[config.mk]
export PLATFORM = sky130hd
export DESIGN_NAME = uart_rx
export DESIGN_NICKNAME = d
export VERILOG_FILES = /design/src/rtl/uart_pkg.sv /design/src/rtl/uart_rx_tick_gen.sv /design/src/rtl/uart_rx.sv
export SDC_FILE = /design/constraint.sdc
export NUM_CORES = 1
export LEC_CHECK = 0
export ABC_CLOCK_PERIOD_IN_PS = 3150
export CAP_MARGIN = 20
export CORE_MARGIN = 5
export CORE_UTILIZATION = 58
export DETAILED_ROUTE_END_ITERATION = 8
export GPL_TIMING_DRIVEN = 0
export PLACE_DENSITY_LB_ADDON = 0.1
export SETUP_SLACK_MARGIN = 0.02
export SYNTH_ARGS = -nofsm -noshare
export SYNTH_HDL_FRONTEND = slang
export SYNTH_SLANG_ARGS = --single-unit
[constraint.sdc]
create_clock -name clock -period 3.15 [get_ports clock]
set_clock_uncertainty 0.1 [all_clocks]
set_input_delay 0.4725 -clock clock [delete_from_list [all_inputs] [get_ports clock]]
set_output_delay 0.4725 -clock clock [all_outputs]
set_load 0.01 [all_outputs]
[src/rtl/uart_pkg.sv]
// Shared UART definitions: baud encoding, divisor helper, receiver FSM states, parity modes.
package uart_pkg;

    localparam logic [1:0] BAUD_2400  = 2'b00;
    localparam logic [1:0] BAUD_4800  = 2'b01;
    localparam logic [1:0] BAUD_9600  = 2'b10;
    localparam logic [1:0] BAUD_19200 = 2'b11;

    localparam logic ParEven = 1'b0;
    localparam logic ParOdd  = 1'b1;

    localparam logic [2:0] StIdle   = 3'd0;
    localparam logic [2:0] StStart  = 3'd1;
    localparam logic [2:0] StData   = 3'd2;
    localparam logic [2:0] StParity = 3'd3;
    localparam logic [2:0] StStop   = 3'd4;
    localparam logic [2:0] StBreak  = 3'd5;

    typedef logic [1:0] baud_t;

    // Rounded clocks-per-oversample-tick for a given baud code.
    function automatic int unsigned div_for(input logic [1:0] baud_rate,
                                            input int unsigned clk_hz,
                                            input int unsigned oversample);
        int unsigned rate;
        rate = (32'd2400 << baud_rate) * oversample;
        return (clk_hz + rate / 2) / rate;
    endfunction

endpackage

[src/rtl/uart_rx_tick_gen.sv]
// Oversample tick generator: counts 0..div-1 and pulses tick on the last count.
module uart_rx_tick_gen #(
    parameter int unsigned CntW = 11
) (
    input  logic            clock,
    input  logic            rst,
    input  logic            clr,
    input  logic [CntW-1:0] div,
    output logic            tick
);

    logic [CntW-1:0] cnt_q, cnt_d;

    assign tick = (cnt_q == div - CntW'(1));

    always_comb begin
        cnt_d = cnt_q + CntW'(1);
        if (clr || tick) begin
            cnt_d = '0;
        end
    end

    always_ff @(posedge clock or posedge rst) begin
        if (rst) begin
            cnt_q <= '0;
        end else begin
            cnt_q <= cnt_d;
        end
    end

endmodule

[src/rtl/uart_rx.sv]
// UART receiver: 2-flop synchroniser, 16x oversampled framing FSM with 3-sample majority
// voting, optional parity, and registered byte/error outputs with a one-cycle valid pulse.
module uart_rx
    import uart_pkg::*;
#(
    parameter int unsigned CLK_HZ     = 50_000_000,
    parameter int unsigned DATA_BITS  = 8,
    parameter int unsigned OVERSAMPLE = 16
) (
    input  logic                 clock,
    input  logic                 rst,
    input  logic [1:0]           baud_rate,
    input  logic                 parity_en,
    input  logic                 parity_odd,
    input  logic                 rx_in,
    output logic [DATA_BITS-1:0] rx_data,
    output logic                 rx_valid,
    output logic                 parity_err,
    output logic                 frame_err,
    output logic                 busy
);

    localparam int unsigned Div0  = div_for(BAUD_2400, CLK_HZ, OVERSAMPLE);
    localparam int unsigned Div1  = div_for(BAUD_4800, CLK_HZ, OVERSAMPLE);
    localparam int unsigned Div2  = div_for(BAUD_9600, CLK_HZ, OVERSAMPLE);
    localparam int unsigned Div3  = div_for(BAUD_19200, CLK_HZ, OVERSAMPLE);
    localparam int unsigned DivW  = $clog2(Div0 + 1);
    localparam int unsigned SampW = $clog2(OVERSAMPLE);
    localparam int unsigned BitW  = (DATA_BITS > 1) ? $clog2(DATA_BITS) : 1;

    // Majority window straddles the bit centre; the decision is taken on the last sample.
    localparam logic [SampW-1:0] SampLo  = SampW'(OVERSAMPLE / 2 - 2);
    localparam logic [SampW-1:0] SampCtr = SampW'(OVERSAMPLE / 2 - 1);
    localparam logic [SampW-1:0] SampHi  = SampW'(OVERSAMPLE / 2);
    localparam logic [BitW-1:0]  LastBit = BitW'(DATA_BITS - 1);

    logic [1:0]           sync_q;
    logic                 prev_q;
    logic [2:0]           state_q, state_d;
    baud_t                baud_q, baud_d;
    logic                 par_en_q, par_en_d;
    logic                 par_odd_q, par_odd_d;
    logic [SampW-1:0]     samp_q, samp_d;
    logic [BitW-1:0]      bit_q, bit_d;
    logic [1:0]           hist_q, hist_d;
    logic [DATA_BITS-1:0] shift_q, shift_d;
    logic                 par_bit_q, par_bit_d;
    logic [DATA_BITS-1:0] rx_data_q, rx_data_d;
    logic                 rx_valid_q, rx_valid_d;
    logic                 parity_err_q, parity_err_d;
    logic                 frame_err_q, frame_err_d;

    logic            rx_line;
    logic            start_edge;
    logic            tick;
    logic            clr;
    logic            mid;
    logic            maj;
    logic [DivW-1:0] div;

    assign rx_line    = sync_q[1];
    assign start_edge = prev_q & ~rx_line;
    assign mid        = tick && (samp_q == SampHi);
    assign maj        = (hist_q[1] & hist_q[0]) | (hist_q[1] & rx_line) | (hist_q[0] & rx_line);

    always_comb begin
        case (baud_q)
            BAUD_2400:  div = DivW'(Div0);
            BAUD_4800:  div = DivW'(Div1);
            BAUD_9600:  div = DivW'(Div2);
            default:    div = DivW'(Div3);
        endcase
    end

    uart_rx_tick_gen #(
        .CntW (DivW)
    ) u_tick_gen (
        .clock (clock),
        .rst   (rst),
        .clr   (clr),
        .div   (div),
        .tick  (tick)
    );

    always_comb begin
        state_d      = state_q;
        baud_d       = baud_q;
        par_en_d     = par_en_q;
        par_odd_d    = par_odd_q;
        samp_d       = samp_q;
        bit_d        = bit_q;
        hist_d       = hist_q;
        shift_d      = shift_q;
        par_bit_d    = par_bit_q;
        rx_data_d    = rx_data_q;
        rx_valid_d   = 1'b0;
        parity_err_d = parity_err_q;
        frame_err_d  = frame_err_q;
        clr          = (state_q == StIdle);

        if (tick) begin
            samp_d = samp_q + SampW'(1);
            if (samp_q == SampLo || samp_q == SampCtr) begin
                hist_d = {hist_q[0], rx_line};
            end
        end

        case (state_q)
            StIdle: begin
            end
            StStart: begin
                if (mid) begin
                    if (maj) begin
                        state_d = StIdle;
                    end else begin
                        state_d = StData;
                        bit_d   = '0;
                    end
                end
            end
            StData: begin
                if (mid) begin
                    shift_d = {maj, shift_q[DATA_BITS-1:1]};
                    if (bit_q == LastBit) begin
                        state_d = par_en_q ? StParity : StStop;
                    end else begin
                        bit_d = bit_q + BitW'(1);
                    end
                end
            end
            StParity: begin
                if (mid) begin
                    par_bit_d = maj;
                    state_d   = StStop;
                end
            end
            StStop: begin
                if (mid) begin
                    rx_data_d    = shift_q;
                    rx_valid_d   = 1'b1;
                    parity_err_d = par_en_q & ((^shift_q ^ par_bit_q) != par_odd_q);
                    frame_err_d  = ~maj;
                    state_d      = maj ? StIdle : StBreak;
                end
            end
            StBreak: begin
                if (rx_line) begin
                    state_d = StIdle;
                end
            end
            default: state_d = StIdle;
        endcase

        // Accept a start edge on the very cycle IDLE is (re-)entered.
        if (state_d == StIdle && start_edge) begin
            state_d   = StStart;
            samp_d    = '0;
            clr       = 1'b1;
            baud_d    = baud_rate;
            par_en_d  = parity_en;
            par_odd_d = parity_odd ? ParOdd : ParEven;
        end
    end

    always_ff @(posedge clock or posedge rst) begin
        if (rst) begin
            sync_q       <= 2'b11;
            prev_q       <= 1'b1;
            state_q      <= StIdle;
            baud_q       <= BAUD_2400;
            par_en_q     <= 1'b0;
            par_odd_q    <= ParEven;
            samp_q       <= '0;
            bit_q        <= '0;
            hist_q       <= '0;
            shift_q      <= '0;
            par_bit_q    <= 1'b0;
            rx_data_q    <= '0;
            rx_valid_q   <= 1'b0;
            parity_err_q <= 1'b0;
            frame_err_q  <= 1'b0;
        end else begin
            sync_q       <= {sync_q[0], rx_in};
            prev_q       <= rx_line;
            state_q      <= state_d;
            baud_q       <= baud_d;
            par_en_q     <= par_en_d;
            par_odd_q    <= par_odd_d;
            samp_q       <= samp_d;
            bit_q        <= bit_d;
            hist_q       <= hist_d;
            shift_q      <= shift_d;
            par_bit_q    <= par_bit_d;
            rx_data_q    <= rx_data_d;
            rx_valid_q   <= rx_valid_d;
            parity_err_q <= parity_err_d;
            frame_err_q  <= frame_err_d;
        end
    end

    assign rx_data    = rx_data_q;
    assign rx_valid   = rx_valid_q;
    assign parity_err = parity_err_q;
    assign frame_err  = frame_err_q;
    assign busy       = (state_q != StIdle);

endmodule

; Word level (Yosys, flattened, before mapping)
; Index checks and enable logic that the tools add are counted.
[totals]
elab_cells = 87
regBits = 50
inputBits = 7
out_inout_bits = 12
[classes]
bitwise_logic = 10
muxes = 24
reduce_logical = 16
n_addsub = 4
eq_ne = 17
[ops]
columns = op, n
row1 = $mux 3, 13
row2 = $pmux 11 s3, 1
row3 = $pmux 3 s6, 1
row4 = $add 11x1->11 const B, 1
row5 = $eq 11x11->1, 1
row6 = $mux 11, 1
row7 = $sub 11x1->11 const B, 1
row8 = $eq 3x3->1 const B, 3
row9 = $eq 4x3->1 const B, 2
row10 = $mux 4, 2
row11 = $ne 2x2->1 const B, 4
row12 = $reduce_and 2->1, 4
row13 = $reduce_xor 8->1, 1
row14 = $eq 3x2->1 const B, 2
row15 = $logic_not 3->1, 2
row16 = $pmux 3 s2, 1
row17 = $and 1x1->1, 5
row18 = $reduce_and 5->1, 1
row19 = $add 4x1->4 const B, 1
row20 = $eq 4x4->1 const B, 1
row21 = $mux 1, 4
row22 = $reduce_bool 2->1, 2
row23 = $add 3x1->3 const B, 1
row24 = $eq 3x1->1 const B, 1
row25 = 11 further kinds, 15

; Longest topological paths before layout
[depth]
depth_word = 12
mapped_depth = 9
ltp_nobuf = 8

; Cells and area by module
; Synthesis repeated with hierarchy kept, for this count alone.
[hier_totals]
cells_unflattened = 270
area_unflattened_um2 = 2766.4
[by_module_without_submodules]
columns = mod, area_each_um2, n_inst, seq_area_each_um2, cells_each
row1 = uart_rx, 1835.5, 1, 979.7, 166
row2 = uart_rx_tick_gen, 930.9, 1, 275.3, 104

; Least setup slack after synthesis
; Ideal clock, no wire load.
[synth_path]
path_kind = reg-to-reg
from = register baud_q[0]
to = register baud_q[0]
setup_slack_ps = 622
path_stages_with_launch = 9
period_less_slack_ps = 2528
t_required_ps = 2925
setup_ps = 125
n_path_buf = 1
arrival_time_ps = 2303
cell_sequence = dfrtp_1 buf_6 or3_1 o31a_1 nor4_2 nand3_1 mux2i_2 nor3b_4 mux2_4
[synth_between]
elab_chain_len = 9
elab_cells_between_ends = 14
classes_between = 1 x add/sub / 3 x eq/ne / 6 x mux / 4 x reduce/logical
[synth_lines]
columns = element, line
row1 = start: declaration, uart_rx.sv:40  ; baud_t baud_q, baud_d;
row2 = start signal: assignment, uart_rx.sv:186  ; baud_q <= baud_d;
row3 = "$eq 2x2->1, or another cell as far along", uart_rx.sv:67  ; case (baud_q)
row4 = $pmux 11 s3 *, uart_rx.sv:67
row5 = $sub 11x1->11 *, uart_rx_tick_gen.sv:14  ; assign tick = (cnt_q == div - CntW'(1));
row6 = $eq 11x11->1 *, uart_rx_tick_gen.sv:14
row7 = $logic_and 1x1->1 *, uart_rx.sv:63  ; assign mid = tick && (samp_q == SampHi);
row8 = $mux 3 (on tied branches), n/a
row9 = $pmux 3 s6 *, uart_rx.sv:108  ; case (state_q)
row10 = $logic_not 3->1 *, uart_rx.sv:155  ; if (state_d == StIdle && start_edge) begin
row11 = $logic_and 1x1->1 *, uart_rx.sv:155
; Every way passes the cells marked *; elsewhere a longest branch is shown, timed or not.
; A chain may end at the register's enable or synchronous reset.

; Final worst setup path
[layout_path]
from = register baud_q[0]
to = register par_odd_q
[layout_between]
elab_chain_len = 9
elab_cells_between_ends = 14
classes_between = 1 x add/sub / 3 x eq/ne / 6 x mux / 4 x reduce/logical
[layout_lines]
columns = element, line
row1 = "$eq 2x2->1, or another cell as far along", uart_rx.sv:67
row2 = $pmux 11 s3 *, uart_rx.sv:67
row3 = $sub 11x1->11 *, uart_rx_tick_gen.sv:14
row4 = $eq 11x11->1 *, uart_rx_tick_gen.sv:14
row5 = $logic_and 1x1->1 *, uart_rx.sv:63
row6 = $mux 3 (on tied branches), n/a
row7 = $pmux 3 s6 *, uart_rx.sv:108
row8 = $logic_not 3->1 *, uart_rx.sv:155
row9 = $logic_and 1x1->1 *, uart_rx.sv:155
row10 = end signal: assignment, uart_rx.sv:172  ; par_odd_q <= ParEven;
row11 = end signal: assignment, uart_rx.sv:188  ; par_odd_q <= par_odd_d;
row12 = end: declaration, uart_rx.sv:42  ; logic par_odd_q, par_odd_d;
; Marked as above.

==> metrics list <==
* Result of the run: complete, no violations
* Post-Syn Instances: 225
- CTS buffer count: 5
* Number of gates resized after cts: 0
- Upper clock frequency limit: 355 MHz
- Across the whole layout, storage elements account for 1250 um^2.
- Core Box Area: roughly 4300 um^2
- Root buffer cell: sky130_fd_sc_hd__clkbuf_8
- Worst IR Drop VDD: 270 uV
- Headroom to the max-slew limit: 64.3%
- Routability-driven placement finished with a final weighted congestion of 0.789.
- After detailed routing, the total wire length is 4530 um.
- Minimum setup slack in the final design: 0.332 ns
* Number of buffers on the longest clock path: 2
* Capturing element type of the critical path: flop
- For this run, the leading register cell type out of synthesis is sky130_fd_sc_hd__dfrtp_1.
- Global routing used 17.2% of the available tracks.
* Final core occ: 67.3%
- Post-DRT Antenna Nets: 0
* Critical path cell sequence: buf_6 -> or3_1 -> o31a_1 -> nor4_2 -> nand3_1 -> mux2i_2 -> nor3b_4 -> mux2_4
- Boundary Pins: 19
- After floorplanning, the core was divided into 24 placement rows.
* Maximum number of pins on one net before global-route repair: 43
- Number of DRC markers after the initial detailed-route iteration: 66
* Num Clock Sinks: 50
- The final-report hold violation count is 0.
- In this run, synthesis inferred 0 flip-flops with an integrated enable.
* Count of vias placed by the detailed router: about 1700
- Share of flip-flops with an asynchronous set or reset: 100%
- Number of nets in the layout: around 260
- The later pin in the worst-skew pair is clocked with a latency of 0.30 ns.
- For this design, the slowest cell found on the critical path is sky130_fd_sc_hd__nor3b_4.
* Pwr Density: 490 nW/um^2
- Setup violations remaining at the end of the flow were counted as 0.
- CTS tree: done
- After routing, the total negative slack on setup checks comes to 0 ns.
- Routed wirelength normalized by instance count: 14.9 um
- Global-route wire length before repair: slightly above 8000 um
- Total of max-cap violations: 0
* Antenna violations before repair: 0
- CTS built an H-tree with a depth of 2.
- Multi-input logic area: 1210 um^2
- Residual DRC: 0
- Count of buffers from port buffering: 18
- The finished cells cover approximately 2900 um^2.
* Synth-to-layout area growth: 13.7%
* DR pass1 iterations: 4
- The die is 76.2 um wide.
* Final standard cell count with taps included and fillers excluded: a little over 300
* Crit Path Max Fanout: 10
- WS Path Type: flop to flop
- Number of hold buffers added after CTS: 0
- Data arrival time of the critical path: approximately 2.9 ns
- Type of origin of the critical path: flop
- Synthesis Warnings: 0
- The number of pins exceeding their max-slew limit in the final report was 0.
- In this design, the stage delay of the slowest critical-path cell is 0.49 ns.
* Post-Route Hold Slack: 0.261 ns
* Flip-flop and latch count after synthesis: 50
- Placed insts: 296
* Detailed-route vias per instance: 5.51
- Summed over all layers, the global routing overflow is 0.
- Number of setup buffers added after CTS: 0
* Pwr Total: around 1.4 mW
* Tcrit/Tclk final: 89.5%
- Of the cells placed in the final design, the portion with a size suffix greater than 1 is 16.7%.
- After filler insertion, the fill cell instance count of the layout stands at 334.
- In this run the worst hold path is classified as flop to flop.
* Setup repair after global routing missed its margin: false
- Seq/Total Area, Yosys: 49.4%
- Number of antenna cells inserted: 0
- The number of global-route vias before repair was 1744.
* Leak pwr: 1.29 nW
* Die area: 5800 um^2
- Minimum clock period: 2.82 ns
- Data on the critical path is required at its endpoint by 3.24 ns.
* Starting density of the core: 59.1%
* Synth unique cells: 50
- Detailed placement ended at an HPWL of 3320 um.
- Setup slack of the most critical reg-to-reg path: 0.33 ns
* Vert. Die Dim: 76.2 um
- Post-Synthesis Net Count: about 240
- Averaged over all synthesized cells, the footprint is 11.3 um^2.
- The cell area that synthesis handed to floorplanning was 2540 um^2.
- At the placement stage, the worst setup path has a slack of 0.351 ns.
- For the pin with the worst max-slew slack, the measured transition is 0.535 ns.
* Placed cell area: 2810 um^2
- Clock transition at the registers of the reported paths: 0.09 ns
## report_power, final
part	total, mW	switching [mW]	leakage (nW)	internal, mW
logic	0.274	0.143	0.589	0.130
registers	0.780	0.0813	0.664	0.698
clock network	0.362	0.204	0.0385	0.157
## cell families (layout without fill, tap and decap cells)
kind of cell	after synthesis	after routing	share of synthesized area [%]
fa+ha+maj	7	7	3.35
buf+inv	16	43	2.86
flops	50	50	49.4
mux	25	25	11.7
simple gates	76	76	17.2
compound gates	29	29	7.88
xor+xnor	22	22	7.59
## flip-flops by register name, indices dropped and copies added, names as in the netlist, 2 cells and up
signal and cells:
rx_data 8, shift_q 8, bit_q 3, u_tick_gen.cnt_q 11, hist_q 2, sync_q 2, state_q 3, samp_q 4
baud_q 2
## path summary, 6_finish.rpt
check | from | to | cells after the start
setup / recovery | baud_q[0] | par_odd_q | 8
hold reg to reg | sync_q[0] | sync_q[1] | 0
hold / removal | sync_q[0] | sync_q[1] | 0
min in group asynchronous | rst | baud_q[1] | 2
setup reg to reg | baud_q[0] | par_odd_q | 8
max in group asynchronous | rst | sync_q[1] | 3
## cell usage after synthesis (3+ instances only)
cell type,n,share of area (%)
sky130_fd_sc_hd__dfrtp_1,47,46
sky130_fd_sc_hd__nor2_1,26,3.8
sky130_fd_sc_hd__nand2_1,14,2.1
sky130_fd_sc_hd__xnor2_1,14,4.8
sky130_fd_sc_hd__nand3_1,12,2.4
sky130_fd_sc_hd__mux2_2,11,4.9
sky130_fd_sc_hd__inv_1,9,1.3
sky130_fd_sc_hd__a21oi_1,8,1.6
sky130_fd_sc_hd__mux2_1,8,3.5
sky130_fd_sc_hd__xor2_1,8,2.8
sky130_fd_sc_hd__ha_1,6,3.0
sky130_fd_sc_hd__o21ai_0,5,0.99
sky130_fd_sc_hd__mux2_4,4,2.4
sky130_fd_sc_hd__a31oi_1,3,0.74
sky130_fd_sc_hd__clkbuf_1,3,0.44
sky130_fd_sc_hd__dfstp_2,3,3.1
sky130_fd_sc_hd__nand2b_1,3,0.74
sky130_fd_sc_hd__o31ai_1,3,0.89
## routing by layer
metal | global-route usage (%) | vias to the layer above | wire length, um
met5 | 0 | - | 0
met1 | 23.1 | 817 | 2180
li1 | - | 834 | -
met3 | 4.14 | 6 | 124
met4 | 5.94 | 0 | 65
met2 | 27.3 | 19 | 2160
## cell usage in the layout, fill, tap and decap left out, types with 8 or more instances in the layout
cell	netlist	routed
sky130_fd_sc_hd__xor2_1	8	8
sky130_fd_sc_hd__mux2_2	11	11
sky130_fd_sc_hd__inv_1	9	8
sky130_fd_sc_hd__dfrtp_1	47	47
sky130_fd_sc_hd__a21oi_1	8	8
sky130_fd_sc_hd__nand3_1	12	12
sky130_fd_sc_hd__mux2_1	8	8
sky130_fd_sc_hd__nand2_1	14	14
sky130_fd_sc_hd__xnor2_1	14	14
sky130_fd_sc_hd__nor2_1	26	26
sky130_fd_sc_hd__clkdlybuf4s50_1	0	18
## critical path: cells and delay by family, from the launching register on
kind / cells / cell delay (ns)
mux: 2 / 0.56
flops: 1 / 0.39
simple gates: 4 / 1.38
buf+inv: 1 / 0.14
compound gates: 1 / 0.15
## layout make-up
cell class / instances / share of cell area (%)
flip-flops and latches: 50 / 43.4
multi-input cells: 159 / 42.0
repair buffers: 19 / 6.93
clock buffers: 7 / 2.64
well taps: 52 / 2.25
plain buffers: 7 / 1.34
inverters: 9 / 1.17
clock inverters: 1 / 0.260
Note: power is estimated with default switching activity, not from simulation.
